### src/rtl/cpu_step_controller.sv
// Turns the divided slow clock or a debounced step button into a single-cycle
// cpu_en pulse in the clk_in domain; cpu_halt freezes issue until released.
module cpu_step_controller #(
    parameter int DEBOUNCE_CYCLES = 1000000,
    parameter int DB_W            = 20,
    parameter int CNT_W           = 16
) (
    input  logic             clk_in,
    input  logic             rst,
    input  logic             slow_clk,
    input  logic             btn_step,
    input  logic             sw_run,
    input  logic             cpu_halt,
    output logic             cpu_en,
    output logic             run_mode,
    output logic             halted,
    output logic [CNT_W-1:0] step_count
);

    localparam logic [1:0] S_IDLE = 2'd0;
    localparam logic [1:0] S_RUN  = 2'd1;
    localparam logic [1:0] S_HALT = 2'd2;

    localparam logic [DB_W-1:0] DB_LAST = DB_W'(DEBOUNCE_CYCLES - 1);

    logic            r_slow_s1, r_slow_s2, r_slow_prev;
    logic            r_btn_s1, r_btn_s2, r_btn_db, r_btn_db_prev;
    logic            r_run_s1, r_run_s2, r_run_db;
    logic [DB_W-1:0] r_btn_cnt, r_run_cnt;
    logic [1:0]      r_state;

    logic       w_tick;
    logic       w_step_req;
    logic       w_pulse;
    logic [1:0] w_next;

    always_ff @(posedge clk_in or posedge rst) begin
        if (rst) begin
            r_slow_s1     <= 1'b0;
            r_slow_s2     <= 1'b0;
            r_slow_prev   <= 1'b0;
            r_btn_s1      <= 1'b0;
            r_btn_s2      <= 1'b0;
            r_btn_db_prev <= 1'b0;
            r_run_s1      <= 1'b0;
            r_run_s2      <= 1'b0;
        end else begin
            r_slow_s1     <= slow_clk;
            r_slow_s2     <= r_slow_s1;
            r_slow_prev   <= r_slow_s2;
            r_btn_s1      <= btn_step;
            r_btn_s2      <= r_btn_s1;
            r_btn_db_prev <= r_btn_db;
            r_run_s1      <= sw_run;
            r_run_s2      <= r_run_s1;
        end
    end

    // The debounced value only moves after DEBOUNCE_CYCLES consecutive disagreeing samples.
    always_ff @(posedge clk_in or posedge rst) begin
        if (rst) begin
            r_btn_db  <= 1'b0;
            r_btn_cnt <= '0;
        end else if (r_btn_s2 == r_btn_db) begin
            r_btn_cnt <= '0;
        end else if (r_btn_cnt == DB_LAST) begin
            r_btn_db  <= r_btn_s2;
            r_btn_cnt <= '0;
        end else begin
            r_btn_cnt <= r_btn_cnt + DB_W'(1);
        end
    end

    always_ff @(posedge clk_in or posedge rst) begin
        if (rst) begin
            r_run_db  <= 1'b0;
            r_run_cnt <= '0;
        end else if (r_run_s2 == r_run_db) begin
            r_run_cnt <= '0;
        end else if (r_run_cnt == DB_LAST) begin
            r_run_db  <= r_run_s2;
            r_run_cnt <= '0;
        end else begin
            r_run_cnt <= r_run_cnt + DB_W'(1);
        end
    end

    assign w_tick     = r_slow_s2 & ~r_slow_prev;
    assign w_step_req = r_btn_db & ~r_btn_db_prev;

    always_comb begin
        w_next  = r_state;
        w_pulse = 1'b0;
        case (r_state)
            S_IDLE: begin
                if (cpu_halt)        w_next = S_HALT;
                else if (r_run_db)   w_next = S_RUN;
                else if (w_step_req) w_pulse = 1'b1;
            end
            S_RUN: begin
                if (cpu_halt) begin
                    w_next = S_HALT;
                end else begin
                    w_pulse = w_tick;
                    if (!r_run_db) w_next = S_IDLE;
                end
            end
            S_HALT: begin
                if (!r_run_db && !cpu_halt) w_next = S_IDLE;
            end
            default: w_next = S_IDLE;
        endcase
    end

    always_ff @(posedge clk_in or posedge rst) begin
        if (rst) begin
            r_state    <= S_IDLE;
            cpu_en     <= 1'b0;
            run_mode   <= 1'b0;
            halted     <= 1'b0;
            step_count <= '0;
        end else begin
            r_state  <= w_next;
            cpu_en   <= w_pulse;
            run_mode <= (w_next == S_RUN);
            halted   <= (w_next == S_HALT);
            if (w_pulse) step_count <= step_count + CNT_W'(1);
        end
    end

endmodule
### config.mk
export PLATFORM = sky130hd
export DESIGN_NAME = cpu_step_controller
export DESIGN_NICKNAME = d
export VERILOG_FILES = /design/src/rtl/cpu_step_controller.sv
export SDC_FILE = /design/constraint.sdc
export NUM_CORES = 1
export LEC_CHECK = 0
export BUFFER_PORTS_ARGS = -buffer_cell sky130_fd_sc_hd__buf_4
export CAP_MARGIN = 25
export CELL_PAD_IN_SITES_DETAIL_PLACEMENT = 1
export CELL_PAD_IN_SITES_GLOBAL_PLACEMENT = 1
export CORE_ASPECT_RATIO = 1.5
export CORE_MARGIN = 2
export CORE_UTILIZATION = 47
export DETAILED_ROUTE_END_ITERATION = 12
export PLACE_DENSITY = 0.85
export SLEW_MARGIN = 20
export SYNTH_ARGS = -nofsm -noshare
export SYNTH_HDL_FRONTEND = slang
export SYNTH_SLANG_ARGS = --single-unit
### constraint.sdc
create_clock -name clk_in -period 2.6 [get_ports clk_in]
set_input_delay 0.13 -clock clk_in [delete_from_list [all_inputs] [get_ports clk_in]]
set_output_delay 0.13 -clock clk_in [all_outputs]
set_load 0.05 [all_outputs]
**After elaboration in Yosys (flattened, before gate mapping)**

Index checks and enable logic that the tools add are counted.
Widths: inputs -> output; s select.

- Register bits: 71
- Output and inout bits: 19
- Logic and storage cells: 55

- $add $sub $neg: 3
- Eq/ne operators: 8
- Multiplexer cells: 15
- Bitwise operators: 6
- Reductions and logical operators: 6

Operators with widths:

| operator | number |
|---|---|
| $mux 20 | 4 |
| $add 20x1->20 const B | 2 |
| $eq 20x20->1 const B | 2 |
| $add 16x1->16 const B | 1 |
| $mux 2 | 5 |
| $pmux 2 s3 | 1 |
| $eq 2x1->1 const B | 2 |
| $eq 2x2->1 const B | 2 |
| $mux 1 | 4 |
| $not 1->1 | 4 |
| $reduce_and 2->1 | 2 |
| $and 1x1->1 | 2 |
| $eq 1x1->1 | 2 |
| $logic_not 1->1 | 2 |
| $logic_not 2->1 | 1 |
| $pmux 1 s2 | 1 |
| $logic_and 1x1->1 | 1 |

**Depth between registers and ports, before layout**

Gate-level depths: netlist of the first run.

- Depth in word-level cells: 6
- Gate-level depth with buffers: 6

**Least setup slack after synthesis of the first run**

No wires, ideal clock.

- Kind: register -> register
- From: reg r_btn_cnt[13]
- To: reg r_btn_db
- Library setup time: 0.125 ns
- Data arrival time: 1.929 ns
- Required time: 2.475 ns
- Path slack: 0.546 ns
- Stages on the path, launching flop included: 5
- Period minus slack after synthesis: 2.054 ns
- Cell sequence: dfrtp_1 -> or4_1 -> or4_4 -> nor2_1 -> mux2_2

- Cells in the longest elaborated chain, start to end: 2

RTL lines:

| what | RTL line | RTL |
|---|---|---|
| from (decl) | 29 | `logic [DB_W-1:0] r_btn_cnt, r_run_cnt;` |
| from (signal assigned) | 70 | `r_btn_cnt <= r_btn_cnt + DB_W'(1);` |
| $eq 20x20->1 | 66 | `end else if (r_btn_cnt == DB_LAST) begin` |
| $reduce_and 2->1 (no line) | -- |  |
| to (signal assigned) | 67 | `r_btn_db <= r_btn_s2;` |
| to (decl) | 27 | `logic r_btn_s1, r_btn_s2, r_btn_db, r_btn_db_prev;` |

No other way between the ends.
A chain may end at the register's enable or synchronous reset.

**Final worst setup path of the first run**

Ends and elaborated chain as after synthesis.

==> summary.txt, run 1 <==
Logic synthesis
  • Synth cell types: 36
  • Async SR Flop Fraction: between 90% and 100%
  • Post-synth EDFFs: 0
  • Syn_area_per_cell: 10.7 um2
  • Post-synth top area share: 55.3%
  • Register area share after synthesis: 55.3%
  • Top area cells in the synthesized netlist: dfrtp_1 (55%), xnor2_1 (9.3%), nor2_1 (4.6%)
  • Post-Syn Area: ~0.0032 mm2
  • Gate Count Post-Synth: 299
  • Syn Nets: 308
  • Yosys top cell by area: dfrtp_1
  • #FFs+latches synth: 71
  • Main synth FF type: dfrtp_1
  • Ys Warns: 0

Global route
  • GR Util All Layers: 22.0%
  • Vias in the first global route: roughly 2700
  • First-pass GRT wire length: 13.0 mm
  • Largest net degree at the start of global routing: 33
  • Initial antenna violation count: 0
  • Gr ovfl total: 0

Placement
  • GPL Wtd Cong: 0.814
  • Dpl hpwl: 5.09 mm
  • Area after DPL: 0.00350 mm2
  • Input/output buffers: 24
  • Pre-CTS WS: 0.380 ns

STA
  • Final Cycle Share: 85.6%
  • Slew @ Worst Pin: 0.699 ns
  • RSZ-0062 raised after global routing: no
  • Final Hold Viols: 0
  • Final worst setup slack: 0.374 ns
  • Fmax: 0.449 GHz
  • Final Slew Violations: 0
  • Final setup TNS: 0 ns
  • Minimum clock period: 2.23 ns
  • Worst slew margin: 53.3%
  • Clock skew: roughly 0.0080 ns
  • # setup viols final: 0

Routing
  • Wirelength per Cell: around 18 um
  • Drt pass-1 iters: 4
  • Vias per cell: 5.71
  • Initial detailed-routing violation count: between 70 and 80
  • Vias post-DR: 2406
  • Post-DRT Antenna Nets: 0
  • Post-route DRC: 0
  • Drt total wl: approximately 7.5 mm

Critical path
  • CP Launch Type: flop
  • WP data required: around 2.8 ns
  • Arrival @ worst endpoint: 2.45 ns
  • Cell depth of the worst flop-to-flop path: 4
  • Crit path max fanout: 4
  • CP endpoint kind: flop
  • Kind of critical path: reg -> reg

Final layout
  • Fin nets: roughly 350
  • Final Cell Area: 0.00374 mm2
  • Layout area overhead: 16.4%
  • Antenna Cells: 0
  • Core Util, Final: a little under three fifths
  • Share of post-route cells with drive strength above 1: roughly 16%

Clock network
  • TritonCTS buffer count: 9
  • Cts repair resizes: 0
  • Setup bufs post-CTS: 0
  • CTS max path bufs: 2
  • Clk_lat worst skew: 0.34 ns
  • Buffer type at the clock tree root: clkbuf_8
  • Number of clock sinks: 71
  • Reg clk slew, reported paths: roughly 0.08 ns
  • CTS tree: built
  • CTS H-tree depth: 3
  • Post-CTS Hold Fix Bufs: 4

Power
  • Pwr Total: 2.11 mW
  • Max VDD drop: 427 uV
  • Leak: 1.56 nW
  • P per Cell Area: 563 mW/mm2

Min path
  • Hold Path Class: in -> reg
  • Worst hold stages: 3

Floorplan
  • Die height: 105 um
  • Top Ports: 25
  • Core area: 0.00658 mm2
  • Die Area: 0.00752 mm2
  • Initial Util: between 40% and 50%
  • Site Rows: 36
  • Die X: around 71 um

Outcome
  • Outcome: finished clean

Job
  • # Max-Cap Violations: 0
layout by cell type, fill, tap and decap left out, types with 4 or more instances in the layout:
master / n
inv_1: 11
and4_1: 4
nor4_1: 8
xnor2_1: 34
dlygate4sd3_1: 4
nor3_1: 8
a21oi_1: 11
buf_4: 30
nand2_1: 18
o21ai_0: 7
and3_1: 5
nor2_1: 39
or3_1: 5
clkinvlp_4: 4
dfrtp_1: 71
nand4_1: 14
xor2_1: 9
clkbuf_8: 9
nand3_1: 21
cell usage after synthesis (2+ instances only):
| library cell | number |
|---|---|
| inv_1 | 12 |
| mux2_2 | 2 |
| mux2i_1 | 2 |
| or4b_1 | 3 |
| nand3_1 | 21 |
| nor4_1 | 8 |
| xnor2_1 | 34 |
| xor2_1 | 9 |
| buf_6 | 2 |
| a21o_1 | 2 |
| a21oi_1 | 11 |
| or4_1 | 2 |
| nand4_1 | 14 |
| o21ai_0 | 7 |
| ha_1 | 3 |
| and3_1 | 5 |
| or3_1 | 5 |
| and2_1 | 3 |
| dfrtp_1 | 71 |
| clkbuf_1 | 2 |
| nand2_1 | 18 |
| and4_1 | 4 |
| nor3_1 | 8 |
| nor2_1 | 39 |
final cells by class:
type	count	area [um2]
Fill cell	723	2840
Sequential cell	71	1780
Multi-Input combinational cell	212	1360
Timing Repair Buffer	34	265
Clock buffer	10	128
Tap cell	76	95.1
Clock inverter	6	68.8
Inverter	12	45.0
critical path: stages (launching register included):
cell,delay (ns)
dfrtp_1,0.43
or4_1,0.52
or4_4,0.51
nor2_1,0.25
mux2_2,0.39
worst paths after layout:
path	to	startpoint	slack, ns
worst max-delay path	r_btn_db$_DFFE_PP0P_	r_btn_cnt[13]$_DFF_PP0_	0.37
worst min-delay path	halted$_DFF_PP0_	cpu_halt	0.07
worst max register to register	r_btn_db$_DFFE_PP0P_	r_btn_cnt[13]$_DFF_PP0_	0.37
worst min register to register	r_btn_s2$_DFF_PP0_	r_btn_s1$_DFF_PP0_	0.36
max in group asynchronous	r_btn_cnt[2]$_DFF_PP0_	rst	1.39
min in group asynchronous	r_btn_cnt[13]$_DFF_PP0_	rst	0.46
per-stage QoR:
stage,hold WS [ns],std cells
final,0.0697,421
after global routing,0.0670,421
after CTS,0.0507,421
after detailed placement,0.241,401
after global placement,0.240,401
after floorplan,0.161,299
state kept, by name, summed over array words and instances, names as in the netlist, 2 cells and up:
name        flops
r_state         2
r_run_cnt      20
step_count     16
r_btn_cnt      20
power by group:
| part | switching (mW) | internal (mW) | total [mW] |
|---|---|---|---|
| Sequential | 0.0174 | 1.12 | 1.14 |
| Clock | 0.429 | 0.446 | 0.876 |
| Combinational | 0.0615 | 0.0302 | 0.0917 |
kinds of logic (layout without fill, tap and decap cells):
| family | Yosys count | count (layout) | share of synthesized area (%) |
|---|---|---|---|
| DFF | 71 | 71 | 55.3 |
| muxes | 4 | 4 | 1.32 |
| and+or+nand+nor | 136 | 136 | 22.2 |
| AOI/OAI and AO/OA | 26 | 26 | 5.92 |
| xor gates and xnor gates | 43 | 43 | 11.7 |
| buffers and inverters | 16 | 62 | 2.34 |
| adders and majority gates | 3 | 3 | 1.17 |
per-layer routing:
layer  GRT usage, %  up-vias  share of wire (%)
li1               -     1132                  -
met5              0        -                  0
met3           4.59       20                2.0
met2           39.0       32                 56
met1           24.9     1222                 40
met4           9.84        0                2.4
(Power assumes the default switching activity.)
==> inputs of run 2 (changes only) <==
--- a/config.mk
+++ b/config.mk
@@ -10,7 +10,6 @@
 export CELL_PAD_IN_SITES_DETAIL_PLACEMENT = 1
 export CELL_PAD_IN_SITES_GLOBAL_PLACEMENT = 1
 export CORE_ASPECT_RATIO = 1.5
-export CORE_MARGIN = 2
 export CORE_UTILIZATION = 47
 export DETAILED_ROUTE_END_ITERATION = 12
 export PLACE_DENSITY = 0.85
==> constraint.sdc (replaced) <==
create_clock -name clk_in -period 2.4 [get_ports clk_in]
set_input_delay 0.12 -clock clk_in [delete_from_list [all_inputs] [get_ports clk_in]]
set_output_delay 0.12 -clock clk_in [all_outputs]
set_load 0.05 [all_outputs]
==> run 2 against run 1 <==
First-iteration DRC count rose by 49%. Utilization rose by 0.64 points. Cell count fell by 0.24%.
==> summary.txt, run 2 (synthesis results as in run 1) <==
Clock network
  • Reg clk slew, reported paths: 0.08 ns
  • TritonCTS buffer count: 9
  • Buffer type at the clock tree root: clkbuf_8
  • Cts repair resizes: 0
  • Number of clock sinks: 71
  • Clk_lat worst skew: 0.36 ns
  • CTS max path bufs: 2
  • CTS H-tree depth: 3
  • CTS tree: built

Power
  • Logic gate share of total power: 4.5%
  • Max VDD drop: 503 uV
  • Register share of total power: 52.9%
  • Psw: 571 uW
  • P per Cell Area: 621 mW/mm2
  • Switching share of power: 24.5%
  • Leak: 1.57 nW
  • Clock Power Share: a little over two fifths
  • Internal Power: 1.76 mW

STA
  • Clock skew: ~0.013 ns
  • Final Cycle Share: 92.8%
  • Final Hold Viols: 0
  • Slew @ Worst Pin: approximately 0.57 ns
  • Worst slew margin: 61.5%
  • Final Slew Violations: 0
  • Minimum clock period: 2.23 ns
  • # setup viols final: 0
  • Fmax: 0.449 GHz
  • RSZ-0062 raised after global routing: no
  • Hold slack final: 0.0623 ns
  • Final setup TNS: 0 ns

Final layout
  • Fin nets: 348
  • Layout area overhead: 16.9%
  • Multi-input logic area: 0.00136 mm2
  • Largest registers: r_btn_cnt x20, r_run_cnt x20, step_count x16
  • Seq. cell area: 0.00178 mm2
  • Share of post-route cells with drive strength above 1: 15.7%
  • Antenna Cells: 0
  • Filler Cell Count: 713
  • Most frequent cells in the layout: dfrtp_1 (71), nor2_1 (39), xnor2_1 (34), buf_4 (28), nand3_1 (21)
  • Most common cell after layout, fill and taps aside: dfrtp_1

Global route
  • Largest net degree at the start of global routing: 72
  • Initial antenna violation count: 0
  • GR Util All Layers: 23.2%
  • First-pass GRT wire length: 12.8 mm
  • Gr ovfl total: 0
  • Vias in the first global route: around 2600

Critical path
  • Buf/Inv on CP: 0
  • WP data required: 2.63 ns
  • CP delay by family, top: simple AND/OR/NAND/NOR gates
  • Arrival @ worst endpoint: ~2.5 ns
  • CP Launch Type: flop
  • CP max-delay cell: or4_1
  • CP endpoint kind: flop
  • Cells along the critical path: or4_1 > or4_4 > nor2_1 > mux2_2
  • Worst stage delay on the critical path: 0.53 ns
  • Kind of critical path: reg -> reg
  • Crit path max fanout: 5

Floorplan
  • Die height: 103 um
  • Initial Util: 49.2%
  • Site Rows: 36
  • Core area: 0.00653 mm2
  • Top Ports: 25
  • Die Area: 0.00717 mm2
  • Die X: 69.5 um

Routing
  • Wirelength per Cell: approximately 18 um
  • Max layer used: met4
  • Initial detailed-routing violation count: about 120
  • Metal2 WL: approximately 4.4 mm
  • Post-DRT Antenna Nets: 0
  • Vias post-DR: 2420
  • Drt total wl: 7.77 mm
  • Vias per cell: 5.76
  • M1 wire length: 3.03 mm
  • Met3 wire length: around 120 um
  • Drt pass-1 iters: 4
  • Post-route DRC: 0

Outcome
  • Outcome: finished clean

Min path
  • Hold Path Class: in -> reg

Placement
  • GPL Wtd Cong: 0.758
  • Input/output buffers: 24
  • Dpl hpwl: slightly above 5 mm

Job
  • # Max-Cap Violations: 0
run 2: cell count changes in the layout (fill, tap and decap cells not counted), sizes merged:
cell / previous run / this run
inv: 13 / 12
buf: 30 / 29
clkinv: 0 / 2
clkinvlp: 4 / 3
run 2: area by class of cell:
class	instances	area share [%]
clock inverters	6	1.87
clock buffers	10	3.67
flip-flops and latches	71	47.3
well taps	76	2.53
inverters	12	1.20
multi-input cells	212	36.2
repair buffers	33	7.20
run 2: path summary, 6_finish.rpt:
kind | from | end | slack [ns] | depth (start not counted)
hold reg to reg | r_slow_s1$_DFF_PP0_ | r_slow_s2$_DFF_PP0_ | 0.36 | 0
setup reg to reg | r_btn_cnt[12]$_DFF_PP0_ | r_btn_db$_DFFE_PP0P_ | 0.17 | 4
setup / recovery | r_btn_cnt[12]$_DFF_PP0_ | r_btn_db$_DFFE_PP0P_ | 0.17 | 4
min in group asynchronous | rst | r_run_cnt[11]$_DFF_PP0_ | 0.39 | 4
max in group asynchronous | rst | r_btn_cnt[2]$_DFF_PP0_ | 1.71 | 4
hold / removal | cpu_halt | r_state[1]$_DFF_PP0_ | 0.06 | 3
run 2: timing repair:
| action | 4_1_cts | 5_1_grt |
|---|---|---|
| hold buffers | 4 | 0 |
| setup buffers | 0 | 0 |
| hold endpoints to repair | 74 | 0 |
run 2: worst min-delay path, delay by kind of cell:
family	cells	cell delay, ns
buf+inv	1	0.09
compound gates	2	0.16
run 2: metal layers:
metal,global-route usage [%],up-vias
met4,11.8,0
li1,-,1130
met5,0,-
met1,25.3,1248
met3,3.00,15
met2,44.2,27
run 2: through the flow:
step / cells / power [mW] / setup WS (ns) / util [%] / cell area [um2]
after floorplan: 299 / 1.32 / 0.346 / - / 3210
after global placement: 400 / 1.35 / 0.302 / 53.7 / 3510
after detailed placement: 400 / 1.35 / 0.198 / 53.7 / 3510
after CTS: 420 / 2.35 / 0.183 / 57.5 / 3750
after global routing: 420 / 2.40 / 0.119 / 57.5 / 3750
final: 420 / 2.33 / 0.174 / 57.5 / 3750
run 2: power by group through the flow:
| stage | Sequential [mW] | Combinational, mW | Clock (mW) |
|---|---|---|---|
| after floorplan | 1.27 | 0.0494 | 0 |
| after detailed placement | 1.26 | 0.0984 | 0 |
| after global routing | 1.24 | 0.116 | 1.05 |
| after CTS | 1.23 | 0.108 | 1.01 |
| after global placement | 1.25 | 0.0939 | 0 |
| final | 1.23 | 0.105 | 0.993 |
==> inputs of run 3 (changes only) <==
--- a/config.mk
+++ b/config.mk
@@ -9,7 +9,7 @@
 export CAP_MARGIN = 25
 export CELL_PAD_IN_SITES_DETAIL_PLACEMENT = 1
 export CELL_PAD_IN_SITES_GLOBAL_PLACEMENT = 1
-export CORE_ASPECT_RATIO = 1.5
+export CORE_ASPECT_RATIO = 0.5
 export CORE_UTILIZATION = 47
 export DETAILED_ROUTE_END_ITERATION = 12
 export PLACE_DENSITY = 0.85
==> run 3 against run 2 <==
Largest power group unchanged. Register-to-register slack got worse by 0.07 ns. Critical endpoint is now step_count[10]$_DFFE_PP0P_. Highest routed layer unchanged. Cell count increased by 2.6%. Clock power is 23% higher. Setup slack lost 0.066 ns. Clock skew is 0.0041 ns lower. Critical path depth stayed put. Worst hold slack improved by 0.0051 ns. Via count is 3.6% higher. Fmax fell by 2.9%. Non-clock buffer count is the same. Sequential power is essentially flat.
==> summary.txt, run 3 (synthesis results as in run 1) <==
Outcome
  • Outcome: finished clean

Floorplan
  • Die X: around 120 um
  • Core area: 0.00633 mm2
  • Initial Util: 50.7%
  • Die height: 60.4 um
  • Top Ports: 25
  • Site Rows: 20
  • Die Area: 0.00719 mm2

Critical path
  • WP data required: roughly 2.6 ns
  • Arrival @ worst endpoint: about 2.5 ns
  • CP Launch Type: flop
  • Cells along the critical path: or4b_1 > a211oi_1 > nand3_1 > xnor2_1
  • Reg2Reg Capture Point: step_count[10]$_DFFE_PP0P_
  • Crit path max fanout: 5
  • Kind of critical path: reg -> reg
  • CP max-delay cell: a211oi_1
  • Reg-to-reg setup timing slack: 0.11 ns
  • Cell depth of the worst flop-to-flop path: 4
  • RR Startpoint: r_run_db$_DFFE_PP0P_
  • CP endpoint kind: flop
  • Worst stage delay on the critical path: 0.69 ns

Final layout
  • Largest registers: r_btn_cnt x20, r_run_cnt x20, step_count x16
  • Seq. cell area: 0.00178 mm2
  • Most common cell after layout, fill and taps aside: dfrtp_1
  • Antenna Cells: 0
  • Layout area overhead: 19.0%
  • Core Util, Final: 60.3%
  • Filler Cell Count: approximately 700
  • Most frequent cells in the layout: dfrtp_1 (71), nor2_1 (39), xnor2_1 (34), buf_4 (28), nand3_1 (21)
  • Share of post-route cells with drive strength above 1: around 14%
  • Fin nets: 348
  • Multi-input logic area: about 0.0014 mm2

STA
  • Final setup TNS: 0 ns
  • Final Hold Viols: 0
  • Slew @ Worst Pin: 0.801 ns
  • RSZ-0062 raised after global routing: no
  • Fmax: 0.436 GHz
  • Worst slew margin: 46.1%
  • # setup viols final: 0
  • Clock skew: between 0.008 and 0.009 ns
  • Minimum clock period: 2.29 ns
  • Final Cycle Share: 95.5%
  • Final Slew Violations: 0

Routing
  • Wirelength per Cell: ~21 um
  • Drt pass-1 iters: 4
  • Vias post-DR: between 2000 and 3000
  • Initial detailed-routing violation count: between 100 and 150
  • Post-DRT Antenna Nets: 0
  • Drt total wl: about 9 mm
  • Post-route DRC: 0
  • Vias per cell: 5.81

Clock network
  • Setup bufs post-CTS: 0
  • Post-CTS Hold Fix Bufs: 4
  • Clk_lat worst skew: 0.34 ns
  • Reg clk slew, reported paths: roughly 0.060 ns
  • CTS tree: built
  • TritonCTS buffer count: 9
  • Number of clock sinks: slightly above 70
  • Cts repair resizes: 0
  • Buffer type at the clock tree root: clkbuf_16
  • CTS H-tree depth: 3
  • CTS max path bufs: 2

Global route
  • GR Util All Layers: 27.9%
  • Largest net degree at the start of global routing: 72
  • Vias in the first global route: 2803
  • Gr ovfl total: 0
  • First-pass GRT wire length: 14.5 mm
  • Initial antenna violation count: 0

Placement
  • Dpl hpwl: 5.04 mm
  • GPL Wtd Cong: 0.833
  • Input/output buffers: 24

Min path
  • Hold path startpoint: cpu_halt
  • Worst hold stages: 3
  • Worst Hold End: halted$_DFF_PP0_
  • Hold Path Class: in -> reg

Power
  • Pwr Total: 2.57 mW
  • Max VDD drop: 505 uV
  • Leak: about 1.6 nW
  • P per Cell Area: 672 mW/mm2

Job
  • # Max-Cap Violations: 0
[run 3: how the worst max path moves through the flow]
stage / endpoint / slack (ns) / startpoint
after floorplan: r_btn_db$_DFFE_PP0P_ / 0.35 / r_btn_cnt[13]$_DFF_PP0_
after global placement: r_btn_db$_DFFE_PP0P_ / 0.29 / r_btn_cnt[13]$_DFF_PP0_
after detailed placement: step_count[10]$_DFFE_PP0P_ / 0.18 / r_run_db$_DFFE_PP0P_
after CTS: step_count[10]$_DFFE_PP0P_ / 0.14 / r_run_db$_DFFE_PP0P_
after global routing: step_count[12]$_DFFE_PP0P_ / 0.04 / r_run_db$_DFFE_PP0P_
final: step_count[10]$_DFFE_PP0P_ / 0.11 / r_run_db$_DFFE_PP0P_
[run 3: worst max-delay path, delay by kind of cell, from the launching register on]
kind	cells	cell delay, ns
AO/OA/AOI/OAI	1	0.69
XOR/XNOR	1	0.24
flip-flops	1	0.45
AND/OR/NAND/NOR	2	0.82
[run 3: per-stage QoR]
step | worst slack (ns) | hold slack, ns | instances | area, um2
after global routing | 0.0417 | 0.115 | 431 | 3820
after floorplan | 0.346 | 0.151 | 299 | 3210
after global placement | 0.292 | 0.230 | 412 | 3520
final | 0.107 | 0.0674 | 431 | 3820
after CTS | 0.144 | 0.0611 | 431 | 3820
after detailed placement | 0.183 | 0.231 | 412 | 3520
[run 3: metal layers]
metal	part of all wire, %	up-vias	track usage, %
li1	-	1127	-
met1	42	1305	31.6
met2	51	53	50.5
met3	3.7	21	9.40
met4	2.9	0	11.6
met5	0	-	0
[run 3: final cells by class]
class,count,area share [%]
Multi-Input combinational cell,212,35.6
Sequential cell,71,46.5
Tap cell,88,2.88
Inverter,12,1.18
Clock buffer,14,6.65
Timing Repair Buffer,33,7.08
Clock inverter,1,0.131
[run 3: report_power, final]
group          leakage [nW]  total [mW]  internal [mW]  switching, mW
logic                 0.522       0.105         0.0349         0.0706
clock network         0.127        1.22          0.722          0.501
registers             0.952        1.24           1.22         0.0223
